**src/rtl/prime_arb_pkg.sv**
```systemverilog
// Shared types and default sizing for the prime query arbiter.
package prime_arb_pkg;

    localparam int N_DEF        = 8;
    localparam int WAIT_MAX_DEF = 4096;

    typedef enum logic [2:0] {
        IDLE   = 3'd0,
        BUILD  = 3'd1,
        SETTLE = 3'd2,
        WAIT   = 3'd3,
        LOOKUP = 3'd4,
        RESP   = 3'd5
    } state_t;

endpackage

```
**src/rtl/prime_query_arb_if.sv**
```systemverilog
// Requester and sieve-side bundle of the prime query arbiter.
import prime_arb_pkg::*;

interface prime_query_arb_if #(
    parameter int N = N_DEF
);
    logic [1:0]     req_valid;
    logic [2*N-1:0] req_k;
    logic [1:0]     grant;
    logic [1:0]     resp_valid;
    logic           resp_prime;
    logic           resp_err;
    logic           pg_start;
    logic [N-1:0]   pg_num;
    logic [N-1:0]   pg_k;
    logic           pg_rdy;
    logic           pg_p;
    logic [N-1:0]   bound;
    logic           bound_ok;

    modport slave (
        input  req_valid, req_k, pg_rdy, pg_p,
        output grant, resp_valid, resp_prime, resp_err,
               pg_start, pg_num, pg_k, bound, bound_ok
    );

    modport master (
        output req_valid, req_k, pg_rdy, pg_p,
        input  grant, resp_valid, resp_prime, resp_err,
               pg_start, pg_num, pg_k, bound, bound_ok
    );
endinterface

```
**src/rtl/prime_rr_arb2.sv**
```systemverilog
// Two-requester round-robin choice; 'last' is the index granted most recently.
module prime_rr_arb2 (
    input  logic [1:0] req,
    input  logic       last,
    output logic [1:0] gnt
);

    // On contention the requester that was not served last wins.
    always_comb begin
        gnt = 2'b00;
        case (req)
            2'b01:   gnt = 2'b01;
            2'b10:   gnt = 2'b10;
            2'b11:   gnt = last ? 2'b01 : 2'b10;
            default: gnt = 2'b00;
        endcase
    end

endmodule

```
**src/rtl/prime_query_arb.sv**
```systemverilog
// Arbitrates two requesters onto one prime sieve, rebuilding the sieve when a
// query exceeds the current bound and answering trivial numbers directly.
module prime_query_arb
    import prime_arb_pkg::*;
#(
    parameter int N        = N_DEF,
    parameter int WAIT_MAX = WAIT_MAX_DEF
) (
    input logic              clk,
    input logic              rst,
    prime_query_arb_if.slave bus
);

    localparam int WCW = $clog2(WAIT_MAX + 1);

    state_t         state_r, state_n;
    logic           idx_r, idx_n;
    logic           last_r, last_n;
    logic [N-1:0]   k_r, k_n;
    logic [WCW-1:0] wait_cnt_r, wait_cnt_n;
    logic [WCW-1:0] wait_inc_s;
    logic [N-1:0]   bound_r, bound_n;
    logic           bound_ok_r, bound_ok_n;
    logic           is_lookup_r, is_lookup_n;
    logic           triv_prime_r, triv_prime_n;
    logic           err_r, err_n;
    logic [1:0]     resp_valid_r;
    logic           resp_err_r;
    logic           pg_start_r;
    logic [N-1:0]   pg_num_r;
    logic [N-1:0]   pg_k_r;
    logic [1:0]     rr_gnt_s;
    logic [1:0]     grant_s;
    logic           sel_idx_s;
    logic [N-1:0]   sel_k_s;

    // 0, 1 and every even number are answered without the sieve.
    function automatic logic is_trivial(input logic [N-1:0] k);
        return (k < N'(2)) || (k[0] == 1'b0);
    endfunction

    prime_rr_arb2 u_rr (
        .req  (bus.req_valid),
        .last (last_r),
        .gnt  (rr_gnt_s)
    );

    assign sel_idx_s  = rr_gnt_s[1];
    assign sel_k_s    = sel_idx_s ? bus.req_k[2*N-1:N] : bus.req_k[N-1:0];
    assign wait_inc_s = wait_cnt_r + WCW'(1);

    // Next-state, latched query context and grant decode.
    always_comb begin
        state_n      = state_r;
        idx_n        = idx_r;
        last_n       = last_r;
        k_n          = k_r;
        wait_cnt_n   = wait_cnt_r;
        bound_n      = bound_r;
        bound_ok_n   = bound_ok_r;
        is_lookup_n  = is_lookup_r;
        triv_prime_n = triv_prime_r;
        err_n        = err_r;
        grant_s      = 2'b00;
        case (state_r)
            IDLE: begin
                if (!rst && (rr_gnt_s != 2'b00)) begin
                    grant_s = rr_gnt_s;
                    idx_n   = sel_idx_s;
                    last_n  = sel_idx_s;
                    k_n     = sel_k_s;
                    err_n   = 1'b0;
                    if (is_trivial(sel_k_s)) begin
                        state_n      = RESP;
                        is_lookup_n  = 1'b0;
                        triv_prime_n = (sel_k_s == N'(2));
                    end else if (bound_ok_r && (sel_k_s <= bound_r)) begin
                        state_n      = LOOKUP;
                        is_lookup_n  = 1'b1;
                        triv_prime_n = 1'b0;
                    end else begin
                        state_n      = BUILD;
                        is_lookup_n  = 1'b1;
                        triv_prime_n = 1'b0;
                    end
                end else begin
                    state_n = IDLE;
                end
            end
            BUILD: begin
                bound_n    = k_r;
                bound_ok_n = 1'b0;
                state_n    = SETTLE;
            end
            SETTLE: begin
                wait_cnt_n = {WCW{1'b0}};
                state_n    = WAIT;
            end
            WAIT: begin
                wait_cnt_n = wait_inc_s;
                if (bus.pg_rdy) begin
                    bound_ok_n = 1'b1;
                    state_n    = LOOKUP;
                end else if (wait_inc_s == WCW'(WAIT_MAX)) begin
                    err_n       = 1'b1;
                    is_lookup_n = 1'b0;
                    state_n     = RESP;
                end else begin
                    state_n = WAIT;
                end
            end
            LOOKUP:  state_n = RESP;
            RESP:    state_n = IDLE;
            default: state_n = IDLE;
        endcase
    end

    // State, context and outputs; outputs are decoded from the next state so
    // they line up with the state they belong to.
    always_ff @(posedge clk) begin
        if (rst) begin
            state_r      <= IDLE;
            idx_r        <= 1'b0;
            last_r       <= 1'b1;
            k_r          <= {N{1'b0}};
            wait_cnt_r   <= {WCW{1'b0}};
            bound_r      <= {N{1'b0}};
            bound_ok_r   <= 1'b0;
            is_lookup_r  <= 1'b0;
            triv_prime_r <= 1'b0;
            err_r        <= 1'b0;
            resp_valid_r <= 2'b00;
            resp_err_r   <= 1'b0;
            pg_start_r   <= 1'b0;
            pg_num_r     <= {N{1'b0}};
            pg_k_r       <= {N{1'b0}};
        end else begin
            state_r      <= state_n;
            idx_r        <= idx_n;
            last_r       <= last_n;
            k_r          <= k_n;
            wait_cnt_r   <= wait_cnt_n;
            bound_r      <= bound_n;
            bound_ok_r   <= bound_ok_n;
            is_lookup_r  <= is_lookup_n;
            triv_prime_r <= triv_prime_n;
            err_r        <= err_n;
            resp_valid_r <= (state_n == RESP) ? (idx_n ? 2'b10 : 2'b01) : 2'b00;
            resp_err_r   <= (state_n == RESP) && err_n;
            pg_start_r   <= (state_n == BUILD);
            pg_num_r     <= (state_n == BUILD) ? k_n : pg_num_r;
            pg_k_r       <= ((state_n == LOOKUP) || (state_n == RESP)) ? k_n : {N{1'b0}};
        end
    end

    assign bus.grant      = grant_s;
    assign bus.resp_valid = resp_valid_r;
    assign bus.resp_err   = resp_err_r;
    assign bus.resp_prime = (resp_valid_r != 2'b00) && !resp_err_r &&
                            (is_lookup_r ? bus.pg_p : triv_prime_r);
    assign bus.pg_start   = pg_start_r;
    assign bus.pg_num     = pg_num_r;
    assign bus.pg_k       = pg_k_r;
    assign bus.bound      = bound_r;
    assign bus.bound_ok   = bound_ok_r;

endmodule

```
**src/flat_wrapper.sv**
```systemverilog
// flat-port wrapper written by rule: the top's interface ports become plain ports
module prime_query_arb_flat import prime_arb_pkg::*;
#(
    parameter int N        = N_DEF,
    parameter int WAIT_MAX = WAIT_MAX_DEF
)
  (clk, rst, bus_req_valid, bus_req_k, bus_pg_rdy, bus_pg_p, bus_grant, bus_resp_valid, bus_resp_prime, bus_resp_err, bus_pg_start, bus_pg_num, bus_pg_k, bus_bound, bus_bound_ok);
  prime_query_arb_if #(.N(N)) bus_i ();
  input logic clk;
  input logic rst;
  input wire logic [$bits(bus_i.req_valid)-1:0] bus_req_valid;
  input wire logic [$bits(bus_i.req_k)-1:0] bus_req_k;
  input wire logic [$bits(bus_i.pg_rdy)-1:0] bus_pg_rdy;
  input wire logic [$bits(bus_i.pg_p)-1:0] bus_pg_p;
  output wire logic [$bits(bus_i.grant)-1:0] bus_grant;
  output wire logic [$bits(bus_i.resp_valid)-1:0] bus_resp_valid;
  output wire logic [$bits(bus_i.resp_prime)-1:0] bus_resp_prime;
  output wire logic [$bits(bus_i.resp_err)-1:0] bus_resp_err;
  output wire logic [$bits(bus_i.pg_start)-1:0] bus_pg_start;
  output wire logic [$bits(bus_i.pg_num)-1:0] bus_pg_num;
  output wire logic [$bits(bus_i.pg_k)-1:0] bus_pg_k;
  output wire logic [$bits(bus_i.bound)-1:0] bus_bound;
  output wire logic [$bits(bus_i.bound_ok)-1:0] bus_bound_ok;
  assign bus_i.req_valid = bus_req_valid;
  assign bus_i.req_k = bus_req_k;
  assign bus_i.pg_rdy = bus_pg_rdy;
  assign bus_i.pg_p = bus_pg_p;
  assign bus_grant = bus_i.grant;
  assign bus_resp_valid = bus_i.resp_valid;
  assign bus_resp_prime = bus_i.resp_prime;
  assign bus_resp_err = bus_i.resp_err;
  assign bus_pg_start = bus_i.pg_start;
  assign bus_pg_num = bus_i.pg_num;
  assign bus_pg_k = bus_i.pg_k;
  assign bus_bound = bus_i.bound;
  assign bus_bound_ok = bus_i.bound_ok;
  prime_query_arb #(.N(N), .WAIT_MAX(WAIT_MAX)) u_core (.clk(clk), .rst(rst), .bus(bus_i));
endmodule
```
**config.mk**
```make
export PLATFORM = sky130hd
export DESIGN_NAME = prime_query_arb_flat
export DESIGN_NICKNAME = d
export VERILOG_FILES = /design/src/rtl/prime_arb_pkg.sv /design/src/rtl/prime_query_arb_if.sv /design/src/rtl/prime_rr_arb2.sv /design/src/rtl/prime_query_arb.sv /design/src/flat_wrapper.sv
export SDC_FILE = /design/constraint.sdc
export NUM_CORES = 1
export LEC_CHECK = 0
export BUFFER_PORTS_ARGS = -buffer_cell sky130_fd_sc_hd__clkbuf_2
export CAP_MARGIN = 20
export CORE_ASPECT_RATIO = 1.25
export CORE_UTILIZATION = 45
export CTS_BUF_LIST = sky130_fd_sc_hd__clkbuf_4
export CTS_CLUSTER_DIAMETER = 30
export CTS_CLUSTER_SIZE = 20
export DETAILED_ROUTE_END_ITERATION = 10
export PLACE_DENSITY_LB_ADDON = 0.08
export RECOVER_POWER = 50
export SYNTH_ARGS = -nofsm -noshare
export SYNTH_HDL_FRONTEND = slang
export SYNTH_SLANG_ARGS = --single-unit
```
**constraint.sdc**
```tcl
create_clock -name clk -period 2.85 [get_ports clk]
set_input_delay 0.1425 -clock clk [delete_from_list [all_inputs] [get_ports clk]]
set_output_delay 0.1425 -clock clk [all_outputs]
set_load 0.05 [all_outputs]
```
# Word-level counts from Yosys, hierarchy flattened

Cells that the tools add are included.

Add/subtract/negate cells: 1
$mul: 0
Div/mod/pow operators: 0
$lt $le $gt $ge: 2
Eq/ne operators: 16
Shift-type cells: 0
Multiplexer cells: 30
Bitwise operators: 3
Reductions and logical operators: 20

Operator list:

| cell                  | count |
|---|---|
| $pmux 13 s2           | 1 |
| $mux 8                | 3 |
| $mux 3                | 5 |
| $pmux 3 s5            | 1 |
| $add 13x1->13 const B | 1 |
| $eq 13x13->1 const B  | 1 |
| $mux 1                | 12 |
| $reduce_bool 2->1     | 5 |
| $eq 3x3->1 const B    | 3 |
| $eq 8x2->1 const B    | 1 |
| $le 8x8->1            | 1 |
| $lt 8x2->1 const B    | 1 |
| $mux 2                | 4 |
| $eq 3x1->1 const B    | 2 |
| $eq 3x2->1 const B    | 2 |
| $pmux 1 s2            | 3 |
| $pmux 2 s3            | 1 |
| $logic_and 1x1->1     | 5 |
| $eq 2x2->1 const B    | 2 |
| $ne 2x1->1 const B    | 2 |
| $ne 2x2->1 const B    | 2 |
| $reduce_and 2->1      | 2 |
| $reduce_and 4->1      | 1 |
| $reduce_or 2->1       | 2 |
| 5 further kinds       | 9 |

Bits in registers: 58
Bits in latches: 0
RAM bits: 0
Memory bits (read-only): 0
Input bits: 22
Output and inout bits: 32
Memories kept: 0

# Longest topological paths before layout

Gate-level depths: netlist of run 1.

Depth after elaboration: 13
Mapped depth: 13
Depth with buffers taken out: 11

# Cells and area by module

Synthesis of run 1 repeated with hierarchy kept, for this count alone.

Cells, all modules: 345
Area, all modules: 2907.8 um^2

By module, submodules not included:

| module          | instances | cells an instance | area an instance (um^2) | seq. area each (um^2) |
|---|---|---|---|---|
| prime_query_arb | 1         | 342               | 2889.0                  | 1161.1 |
| prime_rr_arb2   | 1         | 3                 | 18.8                    | 0.0 |

# Worst setup path before layout of run 1

Ideal clock, no wire load.

Path kind: reg2reg
From: register u_core.last_r
To: register u_core.pg_num_r[1] (netlist: u_core.bus.pg_num[1])
Setup time: 0.121 ns
Arrival time: 2.579 ns
Data required time: 2.729 ns
Path slack: 0.151 ns
Stages on the path, launching flop included: 13
Buffers on the path: 1
Clock period less this slack: 2.699 ns
Cells stage by stage: dfxtp_1 > a21bo_2 > clkbuf_1 > nand2_1 > nand2_1 > ha_1 > a211oi_1 > nor2_1 > and4b_1 > o21ai_0 > a21oi_1 > nand3b_4 > mux2_2

Longest elaborated chain between the ends: 10

RTL lines:

| element                | line                   | source |
|---|---|---|
| start, declared        | prime_query_arb.sv:18  | `logic last_r, last_n;` |
| start signal, assigned | prime_query_arb.sv:140 | `last_r <= last_n;` |
| $mux 2 (*)             | prime_rr_arb2.sv:14    | `2'b11: gnt = last ? 2'b01 : 2'b10;` |
| $pmux 2 s3 (*)         | prime_rr_arb2.sv:11    | `case (req)` |
| $mux 8                 | prime_query_arb.sv:49  | `assign sel_k_s = sel_idx_s ? bus.req_k[2*N-1:N] : bus.req_k[N-1:0];` |
| $le 8x8->1             | prime_query_arb.sv:77  | `end else if (bound_ok_r && (sel_k_s <= bound_r)) begin` |
| $logic_and 1x1->1      | prime_query_arb.sv:77  |  |
| $mux 3                 | prime_query_arb.sv:77  |  |
| $mux 3                 | prime_query_arb.sv:73  | `if (is_trivial(sel_k_s)) begin` |
| $mux 3                 | prime_query_arb.sv:67  | `if (!rst && (rr_gnt_s != 2'b00)) begin` |
| $pmux 3 s5             | prime_query_arb.sv:65  | `case (state_r)` |
| $eq 3x1->1             | prime_query_arb.sv:151 | `pg_num_r <= (state_n == BUILD) ? k_n : pg_num_r;` |
| end signal, assigned   | prime_query_arb.sv:135 | `pg_num_r <= {N{1'b0}};` |
| end signal, assigned   | prime_query_arb.sv:151 |  |
| end, declared          | prime_query_arb.sv:30  | `logic [N-1:0] pg_num_r;` |

Every way passes the cells marked *; elsewhere a longest branch is shown, timed or not.
A chain may end at the register's enable or synchronous reset.

# Final worst setup path of run 1

From: register u_core.last_r
To: register u_core.pg_num_r[5] (netlist: u_core.bus.pg_num[5])

Same word-level chain as after synthesis.

==> results of run 1 <==
critical path, stage by stage, from the launching register on:
cell and delay, ns:
dfxtp_2 0.35, a21bo_4 0.26, nand2_1 0.08, nand2_1 0.07, ha_1 0.31, a211oi_1 0.24, nor2_1 0.11, and4b_1 0.25
o21ai_0 0.12, a21oi_2 0.21, nand3b_4 0.21, mux2_2 0.35
layer usage:
metal	part of all wire	vias up	track usage	routed length, um
met5	0	-	0	0
met4	0.026	0	0.106	191
met3	0.045	20	0.0658	330
met2	0.54	64	0.421	3970
met1	0.39	1245	0.250	2840
li1	-	1348	-	-
cells in the final DEF (no fill, tap or decap), drive strengths merged, types with 5 or more instances in the layout:
master	n
mux2i	10
nand2	44
nand2b	5
nand4	6
ha	9
nand3	9
nor3	11
buf	11
o21ai	14
nor2b	11
dfxtp	58
clkbuf	65
inv	17
or3	5
nor2	51
mux2	7
a21oi	30
repair_timing:
action	in CTS	in global routing
endpoints found under the setup margin	0	15
hold buffers	0	0
setup buffers	0	2
endpoints found under the hold margin	0	0
resized for setup	0	7
power by group:
group	internal (mW)	switching (mW)
Sequential	0.891	0.0599
Combinational	0.301	0.561
Clock	0.271	0.315
Total	1.46	0.936
worst max path at each step:
stage               slack, ns                       start                                end
floorplan                0.15  u_core.last_r$_SDFFE_PP1P_  u_core.bus.pg_num[1]$_SDFFE_PP0P_
global placement         0.18  u_core.last_r$_SDFFE_PP1P_      u_core.bus.pg_k[0]$_SDFF_PP0_
detailed placement       0.10  u_core.last_r$_SDFFE_PP1P_      u_core.bus.pg_k[6]$_SDFF_PP0_
CTS                      0.05  u_core.last_r$_SDFFE_PP1P_      u_core.bus.pg_k[6]$_SDFF_PP0_
global route             0.02  u_core.last_r$_SDFFE_PP1P_  u_core.bus.pg_num[5]$_SDFFE_PP0P_
finish                   0.18  u_core.last_r$_SDFFE_PP1P_  u_core.bus.pg_num[5]$_SDFFE_PP0P_
through the flow:
step,util,setup WS [ns],cells
global route,0.554,0.0164,504
detailed placement,0.530,0.105,485
global placement,0.530,0.179,485
finish,0.554,0.184,504
CTS,0.552,0.0509,501
floorplan,-,0.151,349
cell families after synthesis:
| kind of cell | share of synthesized area |
|---|---|
| AOI/OAI and AO/OA | 0.149 |
| xor gates and xnor gates | 0.0154 |
| adders and majority gates | 0.0397 |
| buffers and inverters | 0.0428 |
| DFF | 0.409 |
| muxes | 0.0631 |
| and+or+nand+nor | 0.281 |
area by class of cell:
class                   count  area (um2)  share of cell area
well taps                  85         106              0.0313
clock buffers              10        75.1              0.0221
clock inverters             6        57.6              0.0170
repair buffers             67         329              0.0969
inverters                  17        63.8              0.0188
multi-input cells         261        1600               0.471
flip-flops and latches     58        1160               0.342
sequential cells by signal, indices dropped and copies added (netlist names), 2 cells and up:
signal                 flops
u_core.wait_cnt_r         13
u_core.bus.pg_num          8
u_core.bus.bound           8
u_core.state_r             3
u_core.bus.pg_k            8
u_core.k_r                 8
u_core.bus.resp_valid      2
==> impl_metrics.toml, run 1 <==
[routing]
num_vias = 2677
drtIter0Drc = 159
drtAntennaViolNets = 0
wirelength_mm = 7.34
avgRoutedWirePerCell_um = 14.6
drc = 0
first_pass_iters = 4
detail_route.vias_per_cell = 5.31

[synthesis]
synth_edf_count = 0
synth.most_common_cell = "dfxtp_1"
avgSynthCellArea_um2 = 8.13
yosysWarnings = 0
yosysSeqAreaShare = 0.409
syn_inst = 349
syn_area_um2 = 2840
synthTopCellsByArea = "dfxtp_1, nor2_1, nand2_1, a21oi_1, ha_1"
synth_flop_cell = "dfxtp_1"
ys_types = 53
synth_top_area_share = 0.409
synth.net_count = 380
yosys-top-cells-count = "dfxtp_1, nor2_1, nand2_1, a21oi_1, inv_1"
async_reset_ff_frac = 0
synth_top_cell_by_area = "dfxtp_1"
ys_seq_elements = 58

[global_route]
overflow = 0
grt_usage = 0.236
grt_pass1_wl_mm = 11.7
first_global_vias = 2514
grt_max_degree = 47
antenna_found_initial = 0

[power]
p_per_area_nw_per_um2 = 707
irDropWorstVdd_v = 0.000443
power_mw = 2.40
p_leak_nw = 1.34

[die]
rows = 32
dieWidth_um = 73.0
dieArea_um2 = 6630
core_um2 = 6130
die_h_um = 90.8
initial_core_util = 0.463
ioPinCount = 54

[clocking]
ctsRootBufferMaster = "clkbuf_4"
cts.sinks = 58
clk_latency_ns = 0.41
path_clk_slew_ns = 0.10
numCtsBuffers = 9
cts_tree = "done"
clockBufferDepth = 2
h-tree-depth = 3

[setup_path]
setup.worst_path.start_class = "flop"
criticalPathCategory = "reg2reg"
crit_path_end_kind = "flop"
ff2ff_setup_slack_ns = 0.18
reg2reg_depth = 11
reg2reg_from = "u_core.last_r$_SDFFE_PP1P_"
cp.required_ns = 3.15
critPathArrivalTime_ns = 2.97
r2r-end = "u_core.bus.pg_num[5]$_SDFFE_PP0P_"
worstPathMaxFanout = 11

[placed_design]
gp_congestion = 0.863
post_dp_cell_area_um2 = 3250
io_buffers = 53
hpwl_mm = 5.36

[hold_path]
whs_endpoint = "u_core.last_r$_SDFFE_PP1P_"
min_from = "bus_req_valid[1]"
hold_path_class = "in2reg"
min_path_cells = 3

[timing]
worst_pin_slew_ns = 0.923
final.period_utilization = 0.935
skew_ns = 0.0107
final_hold_viol_count = 0
finalMaxSlewViolations = 0
clock.fmax_mhz = 375
setup_viol = 0
rsz0062_at_grt = "no"
setup_tns_ns = 0
slew-limit-headroom = 0.383
fin_crit_ns = 2.67
whs_ns = 0.0527

[layout]
num_antenna_cells = 0
fin_nets = 445
stdcell_area_um2 = 3390
drive_above_1_share = 0.184
area_growth_pct = 19.6
fillers = 604

[job]
maxCapViolCount = 0

[status]
status = "finished clean"
Power figures use the tool's default switching activity.
==> inputs of run 2 (changes only) <==
--- a/config.mk
+++ b/config.mk
@@ -17,4 +17,5 @@
 export RECOVER_POWER = 50
 export SYNTH_ARGS = -nofsm -noshare
 export SYNTH_HDL_FRONTEND = slang
+export SYNTH_HIERARCHICAL = 1
 export SYNTH_SLANG_ARGS = --single-unit
==> impl_metrics.toml, run 2 <==
[setup_path]
critPathBufInv = 3
crit_path_top_delay_cell = "or4_4"
critPathArrivalTime_ns = 3.40
crit_top_cell = "mux2_4"
critPathTopFamily = "compound AO/OA/AOI/OAI gates"
criticalPathCategory = "reg2reg"
worstPathMaxFanout = 8
path_cells = "a21boi_4 -> buf_4 -> buf_16 -> mux2_4 -> ha_4 -> o211ai_1 -> a21oi_2 -> a2111oi_4 -> o21ai_1 -> a221oi_2 -> or4_4 -> buf_12 -> mux2_4"
cp.required_ns = 3.14
slowest_delay_ns = 0.57
crit_path_end_kind = "flop"
setup.worst_path.start_class = "flop"

[die]
initial_core_util = 0.469
dieWidth_um = 73.9
core_um2 = 6210
ioPinCount = 54
die_h_um = 91.9
dieArea_um2 = 6790
rows = 32

[layout]
stdcell_area_um2 = 3750
fillers = 592
drive_above_1_share = 0.279
num_antenna_cells = 0
largest_reg_flops = 13
area_growth_pct = 28.9
fin_nets = 461
regMostFlops = "u_core/wait_cnt_r"
layout_common_cells = "nor2_1, dfxtp_1, buf_4"

[status]
status = "complete, but fails checks"
violations = "setup timing"

[global_route]
grt_max_degree = 46
antenna_found_initial = 0
first_global_vias = 2586
overflow = 0
grt_pass1_wl_mm = 12.0
grt_usage = 0.236

[timing]
rsz0062_at_grt = "yes"
final.period_utilization = 1.09
finalMaxSlewViolations = 0
worst_pin_slew_ns = 0.603
slew-limit-headroom = 0.599
whs_ns = 0.135
skew_ns = 0.0145
layout_setup_ws_ns = -0.258
final_hold_viol_count = 0
fin_crit_ns = 3.11
clock.fmax_mhz = 322
setup_viol = 9

[routing]
drtIter0Drc = 153
num_vias = 2658
avgRoutedWirePerCell_um = 14.1
wirelength_mm = 7.32
drc = 0
drtAntennaViolNets = 0
first_pass_iters = 4
detail_route.vias_per_cell = 5.13

[clocking]
numCtsBuffers = 9
cts.sinks = 58
clockBufferDepth = 2
clk_latency_ns = 0.40
ctsRootBufferMaster = "clkbuf_4"
h-tree-depth = 3
hold_buffers = 0
cts_tree = "done"
path_clk_slew_ns = 0.10

[placed_design]
post_dp_cell_area_um2 = 3580
io_buffers = 53
post-place-ws_ns = -0.177
gp_congestion = 0.842
hpwl_mm = 5.38

[synthesis]
ys_types = 52
yosysSeqAreaShare = 0.399
synth.net_count = 377
syn_area_um2 = 2910
synthTopCellsByArea = "dfxtp_1, nor2_1, a21oi_1, ha_1, mux2i_1"
ys_seq_elements = 58
syn_inst = 345
synth.most_common_cell = "dfxtp_1"
synth_flop_cell = "dfxtp_1"
avgSynthCellArea_um2 = 8.43
synth_edf_count = 0
yosys-top-cells-count = "dfxtp_1, nor2_1, a21oi_1, nand2_1, inv_1"
yosysWarnings = 6
synth_top_area_share = 0.399
async_reset_ff_frac = 0
synth_top_cell_by_area = "dfxtp_1"

[power]
switching_power_mw = 0.752
p_per_area_nw_per_um2 = 555
pwr-share-seq = 0.442
p_sw_frac = 0.361
clkPwrFrac = 0.232
power_mw = 2.08
irDropWorstVdd_v = 0.000411
p_int_mw = 1.33
p_leak_nw = 1.49
combPwrFrac = 0.326

[hold_path]
hold_path_class = "in2reg"

[job]
maxCapViolCount = 0
-- run 2: cell types whose count changed after synthesis, moves of 4 or more --
cell      before  now
nand2b_1       5    1
nand2_1       44   23
mux2_4         0    7
buf_2          1    6
or3_1          5    0
nor3_1        10   15
nor2_1        51   57
-- run 2: final timing paths --
check	start	end	slack (ns)	depth (start not counted)
setup / recovery	u_core/last_r$_SDFFE_PP1P_	u_core/bus.pg_num[5]$_SDFFE_PP0N_	-0.26	13
hold / removal	bus_pg_rdy	u_core/err_r$_SDFF_PP0_	0.14	4
setup reg to reg	u_core/last_r$_SDFFE_PP1P_	u_core/bus.pg_num[5]$_SDFFE_PP0N_	-0.26	13
hold reg to reg	u_core/bus.pg_num[0]$_SDFFE_PP0N_	u_core/bus.pg_num[0]$_SDFFE_PP0N_	0.47	2
-- run 2: power groups by stage --
stage / Sequential, mW / Clock, mW / Combinational, mW
2_1_floorplan: 1.03 / 0 / 0.363
3_3_place_gp: 0.937 / 0 / 0.625
3_5_place_dp: 0.937 / 0 / 0.632
4_1_cts: 0.919 / 0.500 / 0.680
5_1_grt: 0.926 / 0.543 / 0.731
6_report: 0.920 / 0.482 / 0.678
-- run 2: layout make-up --
| class | instances | area [um2] | share of cell area |
|---|---|---|---|
| Multi-Input combinational cell | 249 | 1750 | 0.467 |
| Clock buffer | 11 | 82.6 | 0.0220 |
| Tap cell | 85 | 106 | 0.0284 |
| Clock inverter | 4 | 20.0 | 0.00534 |
| Sequential cell | 58 | 1160 | 0.310 |
| Inverter | 17 | 63.8 | 0.0170 |
| Timing Repair Buffer | 94 | 561 | 0.150 |
-- run 2: metrics by stage --
| stage | cells | utilization | TNS (ns) |
|---|---|---|---|
| floorplan | 345 | - | -0.379 |
| global route | 518 | 0.604 | -3.60 |
| global placement | 496 | 0.576 | -0.985 |
| detailed placement | 496 | 0.576 | -1.20 |
| finish | 518 | 0.604 | -1.96 |
| CTS | 518 | 0.606 | -1.57 |
-- run 2: worst reg2reg max path, delay by kind of cell (launching register included) --
| family | cells | cell delay (ns) |
|---|---|---|
| and+or+nand+nor | 1 | 0.57 |
| buffers and inverters | 3 | 0.44 |
| muxes | 2 | 0.61 |
| adders and majority gates | 1 | 0.28 |
| AOI/OAI and AO/OA | 6 | 0.75 |
| DFF | 1 | 0.35 |
-- run 2: cell families (layout without fill, tap and decap cells) --
kind of cell,Yosys count,in the layout,share of synthesized area
AOI/OAI and AO/OA,64,64,0.136
xor gates and xnor gates,3,3,0.00904
adders and majority gates,10,10,0.0430
buffers and inverters,38,126,0.0594
DFF,58,58,0.399
muxes,25,25,0.101
and+or+nand+nor,147,147,0.252
-- run 2: what timing repair did --
item                                    in CTS  in global routing
resized for setup                            4                  7
setup buffers                                6                  2
endpoints found under the setup margin       7                 21
cloned                                       1                  0
pin swaps                                    2                  9
-- run 2: routing by layer --
layer,vias up,wire [um],global-route usage
met5,-,0,0
met4,0,106,0.107
met3,8,249,0.0549
met2,38,3840,0.408
met1,1243,3120,0.268
li1,1369,-,-
